==> src/rtl/mem_arbiter.sv <==
// mem_arbiter: shares one single-port memory between fetch and MEM stages.
// Data wins by default; after two data grants a waiting fetch gets a turn.
module mem_arbiter #(
    parameter int AW      = 16,
    parameter int DW      = 16,
    parameter int TIMEOUT = 255
) (
    input  logic          clk,
    input  logic          reset,
    input  logic          if_req,
    input  logic [AW-1:0] if_addr,
    output logic [DW-1:0] if_rdata,
    output logic          if_ready,
    input  logic          d_rd,
    input  logic          d_wr,
    input  logic [AW-1:0] d_addr,
    input  logic [DW-1:0] d_wdata,
    output logic [DW-1:0] d_rdata,
    output logic          d_ready,
    output logic          mem_req,
    output logic          mem_we,
    output logic [AW-1:0] mem_addr,
    output logic [DW-1:0] mem_wdata,
    input  logic [DW-1:0] mem_rdata,
    input  logic          mem_ack,
    output logic          stall_f,
    output logic          stall_m,
    output logic          err_timeout,
    output logic          err_rdwr
);

    typedef enum logic [1:0] {IDLE, DATA, INSTR} stateT;

    localparam logic [15:0] TimeoutVal = 16'(TIMEOUT);

    stateT       state;
    stateT       stateNext;
    logic [15:0] waitCnt;
    logic [1:0]  dataStreak;
    logic        dataPend;
    logic        instrPend;
    logic        forceInstr;
    logic        grantData;
    logic        grantInstr;
    logic        busy;
    logic        timeoutHit;
    logic        finish;

    // State register.
    always_ff @(posedge clk or negedge reset) begin
        if (!reset) state <= IDLE;
        else        state <= stateNext;
    end

    // Next state: choose a port in IDLE, go back on ack or abort.
    always_comb begin
        stateNext = state;
        unique case (state)
            IDLE: begin
                if (grantData)       stateNext = DATA;
                else if (grantInstr) stateNext = INSTR;
            end
            DATA, INSTR: begin
                if (finish) stateNext = IDLE;
            end
            default: stateNext = IDLE;
        endcase
    end

    // Decisions: arbitration, completion/abort and stall requests.
    always_comb begin
        dataPend   = (d_rd | d_wr) & ~d_ready;
        instrPend  = if_req & ~if_ready;
        forceInstr = (dataStreak == 2'd2) & instrPend;
        grantData  = (state == IDLE) & dataPend & ~forceInstr;
        grantInstr = (state == IDLE) & instrPend & ~grantData;
        busy       = (state != IDLE);
        timeoutHit = busy & ~mem_ack & ((waitCnt + 16'd1) == TimeoutVal);
        finish     = busy & (mem_ack | timeoutHit);
        mem_req    = busy;
        stall_f    = instrPend;
        stall_m    = dataPend;
    end

    // Datapath: latch the granted request, count waits, retire accesses.
    always_ff @(posedge clk or negedge reset) begin
        if (!reset) begin
            if_ready    <= 1'b0;
            d_ready     <= 1'b0;
            if_rdata    <= '0;
            d_rdata     <= '0;
            mem_we      <= 1'b0;
            mem_addr    <= '0;
            mem_wdata   <= '0;
            waitCnt     <= '0;
            dataStreak  <= '0;
            err_timeout <= 1'b0;
            err_rdwr    <= 1'b0;
        end else begin
            if_ready <= 1'b0;
            d_ready  <= 1'b0;
            if (grantData) begin
                mem_addr  <= d_addr;
                mem_wdata <= d_wdata;
                mem_we    <= d_wr;
                waitCnt   <= '0;
                if (dataStreak != 2'd2) dataStreak <= dataStreak + 2'd1;
                if (d_rd & d_wr) err_rdwr <= 1'b1;
            end else if (grantInstr) begin
                mem_addr   <= if_addr;
                mem_we     <= 1'b0;
                waitCnt    <= '0;
                dataStreak <= '0;
            end else if (busy & ~finish) begin
                waitCnt <= waitCnt + 16'd1;
            end
            if (finish) begin
                mem_we <= 1'b0;
                if (timeoutHit) err_timeout <= 1'b1;
                if (state == DATA) begin
                    d_ready <= 1'b1;
                    if (timeoutHit)   d_rdata <= '0;
                    else if (!mem_we) d_rdata <= mem_rdata;
                end else begin
                    if_ready <= 1'b1;
                    if_rdata <= timeoutHit ? '0 : mem_rdata;
                end
            end
        end
    end

endmodule

==> config.mk <==
export PLATFORM = sky130hd
export DESIGN_NAME = mem_arbiter
export DESIGN_NICKNAME = d
export VERILOG_FILES = /design/src/rtl/mem_arbiter.sv
export SDC_FILE = /design/constraint.sdc
export NUM_CORES = 1
export LEC_CHECK = 0
export ABC_AREA = 1
export BUFFER_PORTS_ARGS = -buffer_cell sky130_fd_sc_hd__buf_2
export CORE_MARGIN = 2
export CORE_UTILIZATION = 46
export DETAILED_ROUTE_END_ITERATION = 7
export PLACE_DENSITY = 0.85
export SETUP_SLACK_MARGIN = 0.3
export SLEW_MARGIN = 10
export SYNTH_ARGS = -nofsm -noshare
export SYNTH_HDL_FRONTEND = slang
export SYNTH_SLANG_ARGS = --single-unit
==> constraint.sdc <==
create_clock -name clk -period 2.05 [get_ports clk]
set_input_delay 0.1025 -clock clk [delete_from_list [all_inputs] [get_ports clk]]
set_output_delay 0.1025 -clock clk [all_outputs]
set_load 0.005 [all_outputs]
==> out/metrics.csv <==
stage,metric,value,unit
routing,Routed WL,16640,µm
place,Post-DP Area,5444,µm²
critical_path,Critical Path Fanout Max,8,
logic_synthesis,top cell type's share of synthesized area,50.99,%
sta,crit path time final,2.409,ns
floorplan,die width,101.4,µm
sta,fin crit share,117.5,%
logic_synthesis,Yosys cell types,33,
status,outcome,"finished, violations left",
clocking,Worst-Skew Late Latency,0.37,ns
sta,Fin. Hold Viols,0,
finish,fraction of layout cells with a size suffix above 1,41.48,%
global_route,largest net degree at the start of global routing,49,
sta,unrepaired setup endpoints after global routing,yes,
place,gp weighted congestion,0.9277,
critical_path,CP startpoint kind,flop,
power_and_ir_drop,Lkg Pwr,3.515,nW
routing,drt pass-1 iters,5,
routing,DRT iter0 DRCs,390,
logic_synthesis,"count leader, synth",nand2_1,
floorplan,row count,35,
floorplan,core footprint,9240,µm²
job,total of max-cap violations,0,
logic_synthesis,largest cells by area after synthesis,"dfrtp_1, nand2_1, nand3_1",
power_and_ir_drop,sequential fraction of design power,33.8,%
routing,routed length per placed instance,18.19,µm
place,Cells after DPL,826,
logic_synthesis,Cells after Synth,541,
logic_synthesis,Post-Syn Nets,616,
global_route,GRT Total Usage,27.81,%
clocking,clock slew at reported path FFs,0.10,ns
power_and_ir_drop,power per cell area,1232,nW/µm²
power_and_ir_drop,total power,8.477,mW
critical_path,Critical Path AT,2.67,ns
power_and_ir_drop,internal power consumption,4.844,mW
finish,"Area growth, synth to finish",57.58,%
worst_hold_path,Min-Delay Path Class,input pin to flop,
sta,count of final setup violators,54,
sta,Slew Limit Fails,0,
power_and_ir_drop,proportion of power drawn by the clock network,15.0,%
routing,DRC violations left,0,
global_route,GR Overflow Total,0,
sta,measured slew at the worst slew-check pin,0.6365,ns
status,failing checks,negative setup slack,
logic_synthesis,Post-Synthesis Cell Area,4368,µm²
critical_path,Worst Setup End Kind,flop,
power_and_ir_drop,Sw Ratio,42.85,%
routing,vias per cell,5.580,
routing,Routed Antenna Nets,0,
critical_path,Register-to-Register Setup Slack,-0.36,ns
critical_path,Crit Path Category,flop to flop,
power_and_ir_drop,worst vdd ir,0.0007018,V
logic_synthesis,Post-synth EDFFs,0,
clocking,CTS tree,built,
finish,Antenna diodes,0,
global_route,vias in the first global route,4779,
clocking,H-Tree Level Count,3,
clocking,root buffer cell,clkbuf_8,
floorplan,Ports,142,
logic_synthesis,Post-synth top cells,"nand2_1, dfrtp_1, inv_1",
logic_synthesis,ys async rst share,100.0,%
logic_synthesis,Main synth FF type,dfrtp_1,
sta,Setup WS post-layout,-0.3593,ns
routing,Vias,5106,
floorplan,Initial Util,47.27,%
sta,Max-slew headroom,57.57,%
logic_synthesis,cell taking the most area after synthesis,dfrtp_1,
sta,Setup Skew,0.01326,ns
finish,nets,856,
clocking,Clock Sink Count,89,
logic_synthesis,post-synthesis sequential area ratio,50.99,%
clocking,clock buffer depth,2,
global_route,initial antenna violation count,0,
place,hpwl dp,8592,µm
critical_path,CP required,2.31,ns
logic_synthesis,Avg Synthesized Cell Area,8.074,µm²
global_route,first-pass GRT wire length,22450,µm
clocking,number of buffers created by CTS,9,
logic_synthesis,Seq cells post-synth,89,
logic_synthesis,yosys warns,0,
power_and_ir_drop,Sw Pwr,3.633,mW
floorplan,Die ar.,10290,µm²
finish,Finished Layout Cells,915,
floorplan,die height,101.4,µm
place,port buffer count,141,
power_and_ir_drop,Logic pwr share,51.2,%
finish,final instance area,6883,µm²
sta,fmax,415.1,MHz
routing by layer:
layer / vias to the layer above / track usage [%] / routed length [µm]
met3: 106 / 6.073 / 1557
met5: - / 0 / 0
met4: 0 / 11.23 / 861
met2: 360 / 46.36 / 8202
met1: 2412 / 35.39 / 6022
li1: 2228 / - / -
what timing repair did:
action,CTS,global route
pin swaps,13,19
setup buffers,9,11
hold endpoints to repair,79,1
endpoints found under the setup margin,54,72
hold buffers,46,1
gates resized for setup,52,83
cloned,3,3
stage by stage:
stage	TNS, ns	hold slack (ns)	setup WS (ns)	util (%)
2_1_floorplan	-0.06633	-0.1931	-0.008360	-
3_3_place_gp	-2.493	0.1453	-0.09637	58.92
3_5_place_dp	-6.379	0.1620	-0.2051	58.92
4_1_cts	-3.601	0.0007746	-0.1311	69.13
5_1_grt	-18.03	0.01099	-0.4548	74.49
6_report	-11.72	0.007848	-0.3593	74.49
power groups by stage:
stage	clock (mW)	sequential, mW	combinational, mW
5_1_grt	1.34	2.92	4.70
3_3_place_gp	0	2.82	2.92
2_1_floorplan	0	2.85	1.69
4_1_cts	1.26	2.82	3.38
3_5_place_dp	0	2.82	3.07
6_report	1.27	2.86	4.34
critical path, stage by stage (launching register included):
cell and delay (ns):
dfrtp_1 0.47, nand2_1 0.13, nor2_2 0.18, nand2_1 0.13
nor2_2 0.12, nor2_2 0.06, nor2_2 0.15, buf_4 0.14
nand4_1 0.19, nor2_4 0.27, clkbuf_16 0.20, nor2_1 0.08
nand4_1 0.12, nand2_1 0.07
final timing paths:
kind | from | endpoint | cells past startpoint
setup / recovery | waitCnt[7] | d_rdata[11] | 13
hold / removal | if_addr[15] | mem_addr[15] | 3
setup reg to reg | waitCnt[7] | d_rdata[11] | 13
hold reg to reg | err_timeout | err_timeout | 1
max in group asynchronous | reset | waitCnt[7] | 3
min in group asynchronous | reset | d_rdata[3] | 2
layout make-up:
| class | count | area [µm²] |
|---|---|---|
| Clock buffer | 10 | 127.6 |
| Clock inverter | 6 | 72.57 |
| Inverter | 53 | 206.4 |
| Timing Repair Buffer | 246 | 1818 |
| Fill cell | 548 | 2357 |
| Tap cell | 129 | 161.4 |
| Multi-Input combinational cell | 382 | 2265 |
| Sequential cell | 89 | 2232 |
registers in the layout, indices dropped and copies added (netlist names):
register and count:
mem_wdata 16, state 2, d_rdata 16, mem_addr 16, mem_we 1, waitCnt 16
d_ready 1, if_rdata 16, if_ready 1, err_timeout 1, dataStreak 2, err_rdwr 1
cell families after synthesis:
group                    after synthesis  synth area share, %
AND/OR/NAND/NOR                      332                34.89
adder cells (fa/ha/maj)                5                1.432
buffers and inverters                 74                7.161
XOR/XNOR                               1               0.2006
AO/OA/AOI/OAI                         40                5.328
flip-flops                            89                50.99
cell usage in the layout (no fill, tap or decap), drive strengths merged:
cell type and count:
a21oi 2, clkinv 2, a31o 1, buf 197, bufinv 1, xor2 1
o21ai 26, or2 1, ha 5, dfrtp 89, nor2 46, clkbuf 12
clkinvlp 1, nand2 213, nand3 47, inv 55, o22ai 11, dlygate4sd3 47
nor3 1, nand4 28
Power figures use the tool's default switching activity.
